`src/rtl/fetch_sequencer.sv`:
```
// fetch_sequencer: program counter and fetch control with stall, branch, interrupt and halt arbitration
module fetch_sequencer #(
   parameter int              PC_W    = 8,
   parameter logic [PC_W-1:0] INT_VEC = 8'hF0,
   parameter logic [19:0]     NOP     = 20'h00000
) (
   input  logic            clk,
   input  logic            reset,
   input  logic [19:0]     ins_pm,
   input  logic            stall,
   input  logic            stall_pm,
   input  logic            jmp_taken,
   input  logic [PC_W-1:0] jmp_addr,
   input  logic            int_req,
   input  logic            reti,
   output logic [PC_W-1:0] pm_addr,
   output logic [19:0]     ins,
   output logic            int_ack,
   output logic            in_isr,
   output logic            halted
);
   typedef enum logic {RUN, HALT} state_t;
   state_t          state;
   logic [PC_W-1:0] pc, epc, pc_inc;
   assign pc_inc  = pc + 1'b1;
   assign pm_addr = pc;
   assign halted  = state == HALT;
   always_ff @(posedge clk or negedge reset)
      if (!reset) begin
         pc      <= '0;
         epc     <= '0;
         ins     <= NOP;
         in_isr  <= 1'b0;
         int_ack <= 1'b0;
         state   <= RUN;
      end else begin
         int_ack <= 1'b0;
         if (state == HALT) begin
            ins <= NOP;
            if (jmp_taken) begin
               pc    <= jmp_addr;
               state <= RUN;
            end else if (int_req) begin
               epc     <= pc_inc;
               pc      <= INT_VEC;
               in_isr  <= 1'b1;
               int_ack <= 1'b1;
               state   <= RUN;
            end
         end else if (jmp_taken) begin
            pc  <= jmp_addr;
            ins <= NOP;
         end else if (reti && in_isr) begin
            pc     <= epc;
            in_isr <= 1'b0;
            ins    <= NOP;
         end else if (int_req && !in_isr && !stall) begin
            epc     <= pc;
            pc      <= INT_VEC;
            in_isr  <= 1'b1;
            int_ack <= 1'b1;
            ins     <= NOP;
         end else if (!stall) begin
            if (stall_pm) ins <= NOP;
            else begin
               ins <= ins_pm;
               // a fetched HLT stays at its own address until woken
               if (ins_pm[19:16] == 4'hF) state <= HALT;
               else pc <= pc_inc;
            end
         end
      end
endmodule
```
`config.mk`:
```
export PLATFORM = sky130hd
export DESIGN_NAME = fetch_sequencer
export DESIGN_NICKNAME = d
export VERILOG_FILES = /design/src/rtl/fetch_sequencer.sv
export SDC_FILE = /design/constraint.sdc
export NUM_CORES = 1
export LEC_CHECK = 0
export BUFFER_PORTS_ARGS = -buffer_cell sky130_fd_sc_hd__buf_2
export CORE_MARGIN = 4
export CORE_UTILIZATION = 40
export DETAILED_ROUTE_END_ITERATION = 8
export HOLD_SLACK_MARGIN = 0.06
export PLACE_DENSITY_LB_ADDON = 0.1
export REMOVE_ABC_BUFFERS = 1
export SLEW_MARGIN = 20
export SYNTH_ARGS = -nofsm -noshare
export SYNTH_HDL_FRONTEND = slang
export SYNTH_SLANG_ARGS = --single-unit
```
`constraint.sdc`:
```
create_clock -name clk -period 2.3 [get_ports clk]
set_input_delay 0.46 -clock clk [delete_from_list [all_inputs] [get_ports clk]]
set_output_delay 0.46 -clock clk [all_outputs]
set_load 0.01 [all_outputs]
```
==> flow_metrics.tcl <==
set metrics [dict create \
    setup_viol 0 \
    synth_top_area_share_pct 53.17 \
    cts-root-buf "clkbuf_8" \
    tns_ns 0 \
    ctsHoldBuffers 0 \
    area_growth_pct 27.61 \
    hp-class "input pin to asynchronous set/reset pin" \
    finalHoldViolations 0 \
    hpwl_um 3377 \
    reg2reg_depth 4 \
    p_int_mw 1.478 \
    postRouteAntennaNets 0 \
    grt_pass1_vias 1653 \
    max_freq_mhz 510.6 \
    cts.sinks 39 \
    drc 0 \
    status "complete, no violations" \
    finalCriticalPeriod_ns 1.959 \
    rsz0062_at_grt "false" \
    yosysSeqAreaShare_pct 53.17 \
    post_cts_resized 0 \
    vias 1595 \
    final_net_count 269 \
    rrSetupSlack_ns 0.34 \
    grt_antenna_before_repair 0 \
    grt_pass1_wl_um 7838 \
    cp.arrival_ns 2.14 \
    crit_fanout 9 \
    drt_wl_total_um 4745 \
    p_sw_share_pct 33.16 \
    required_ns 2.48 \
    worstSkewPairLatency_ns 0.29 \
    drt_pass1_iterations 4 \
    ys_seq_elements 39 \
    grt_max_degree 40 \
    avgSynthCellArea_um2 11.06 \
    h-tree-depth 2 \
    die_x_um 75.74 \
    p_leak_nw 1.195 \
    relSlewSlack_pct 42.91 \
    yosys.area.top_type "dfrtp_1" \
    cts_tree "built" \
    comb_power_share_pct 27.6 \
    total_power_mw 2.211 \
    n_antenna_cell 0 \
    drt-initial-drc-count 115 \
    avgViaCountPerCell 5.577 \
    synth_cells 166 \
    ys.flop_type "dfrtp_1" \
    start_kind "flip-flop" \
    die_y_um 75.74 \
    p_seq_share_pct 45.4 \
    utilization_pct 53.42 \
    clockBufferDepth 2 \
    core_area_mm2 0.004384 \
    globalplace.congestion 0.7876 \
    initial_core_util_pct 41.87 \
    drv_slew 0 \
    path_clk_slew_ns 0.08 \
    io_pins 66 \
    dieArea_mm2 0.005737 \
    pwr-share-clk_pct 27.0 \
    powerDensity_mw_per_mm2 944.0 \
    maxCapViolations 0 \
    synthTopCellsByArea "dfrtp_1 53%, a22o_1 10%, nand2_1 2.5%, o21ai_0 2.2%, o22ai_1 2.0%" \
    r2r-start "in_isr" \
    syn-cell-area_mm2 0.001836 \
    fp-row-count 24 \
    wl_per_cell_um 16.59 \
    gr-total-overflow 0 \
    regToRegEndpoint "pm_addr[5]" \
    p_switching_uw 733.3 \
    fin_crit_sh_pct 85.16 \
    numPortBuffers 65 \
    worst_slew_pin_slew_ns 0.8563 \
    fin_skew_ns 0.002293 \
    grt_use_total_pct 18.17 \
    cp-end-kind "flip-flop" \
    cts_setup_buffers 0 \
    cts_buffers 5 \
    synth_edf_count 0 \
    ys_types 41 \
    synth_warnings 0 \
    synthArstFlopShare_pct 100.0 \
    drive_gt1_share_pct 35.90 \
    vdd_drop_max_mv 0.3717 \
    crit_type "flip-flop to flip-flop" \
]
-- area by class of cell --
| cell class | instances | area (um2) |
|---|---|---|
| Clock buffer | 6 | 82.58 |
| Clock inverter | 2 | 35.03 |
| Fill cell | 422 | 2042 |
| Inverter | 7 | 26.28 |
| Multi-Input combinational cell | 108 | 779.5 |
| Sequential cell | 39 | 975.9 |
| Tap cell | 52 | 65.06 |
| Timing Repair Buffer | 72 | 377.9 |
-- sequential cells by signal, summed over array words and instances, names as in the netlist --
signal / cells
ins: 20
pm_addr: 8
epc: 8
in_isr: 1
int_ack: 1
halted: 1
-- layout by cell type, fill, tap and decap left out, types with 5 or more instances in the layout --
cell       n
dfrtp_1   39
o22ai_1    6
nand3_1    5
o21ai_0    8
nand2_1   12
buf_2     65
buf_4      7
clkbuf_8   6
inv_1      7
a22o_1    21
-- through the flow --
stage / hold slack [ns] / instance area [um2] / setup slack [ns] / cells
2_1_floorplan: 0.1644 / 1775 / -0.5423 / 154
3_3_place_gp: 0.4656 / 2217 / 0.2774 / 277
3_5_place_dp: 0.4711 / 2217 / 0.2362 / 277
4_1_cts: 0.3197 / 2335 / 0.2276 / 285
5_1_grt: 0.3638 / 2342 / 0.1528 / 286
6_report: 0.2714 / 2342 / 0.3414 / 286
-- cells by family (layout without fill, tap and decap cells) --
logic type / Yosys count / in the layout / share of synthesized area [%]
fa+ha+maj: 1 / 1 / 0.6816
compound gates: 57 / 57 / 24.27
buf+inv: 19 / 87 / 4.703
xor+xnor: 7 / 7 / 3.340
flops: 39 / 39 / 53.17
simple gates: 40 / 40 / 12.20
mux: 3 / 3 / 1.636
-- power groups by stage --
stage	Sequential [mW]	Combinational, mW	Clock (mW)
floorplan	1.02	0.336	0
global placement	1.01	0.599	0
detailed placement	1.02	0.617	0
CTS	1.01	0.618	0.614
global route	1.03	0.688	0.646
finish	1.00	0.610	0.596
-- worst max path at each step --
stage	from	to	slack, ns	cells after the start
after floorplan	halted	ins[0]	-0.54	3
after CTS	halted	in_isr	0.23	3
final	in_isr	pm_addr[5]	0.34	4
after global routing	halted	pm_addr[3]	0.15	5
after global placement	halted	in_isr	0.28	3
after detailed placement	halted	in_isr	0.24	3
-- routing by layer --
layer | up-vias | share of wire (%) | global-route usage (%) | wire [um]
li1 | 769 | - | - | -
met1 | 768 | 44 | 23.57 | 2071
met2 | 51 | 48 | 29.94 | 2299
met3 | 7 | 6.2 | 3.166 | 295
met4 | 0 | 1.7 | 7.379 | 79
met5 | - | 0 | 0 | 0
-- critical path, stage by stage, from the launching register on --
cell	delay [ns]
dfrtp_1	0.48
or3b_1	0.42
o211a_2	0.18
or3_1	0.50
o22a_1	0.26
-- synthesized netlist by cell type, types with 2 or more instances --
cell and number:
dfrtp_1 39, a22o_1 21, nand2_1 12, o21ai_0 8
inv_1 7, buf_2 6, o22ai_1 6, nand3_1 5
a2111oi_0 4, and3_1 4, clkbuf_1 4, xnor2_1 4
a222oi_1 3, a31oi_1 3, mux2i_1 3, nor2_1 3
o22a_1 3, xor2_1 3, and4_1 2, nand4_1 2
nor3_1 2, nor3b_1 2, nor4_1 2
No activity file was read; power rests on OpenSTA's default activity.
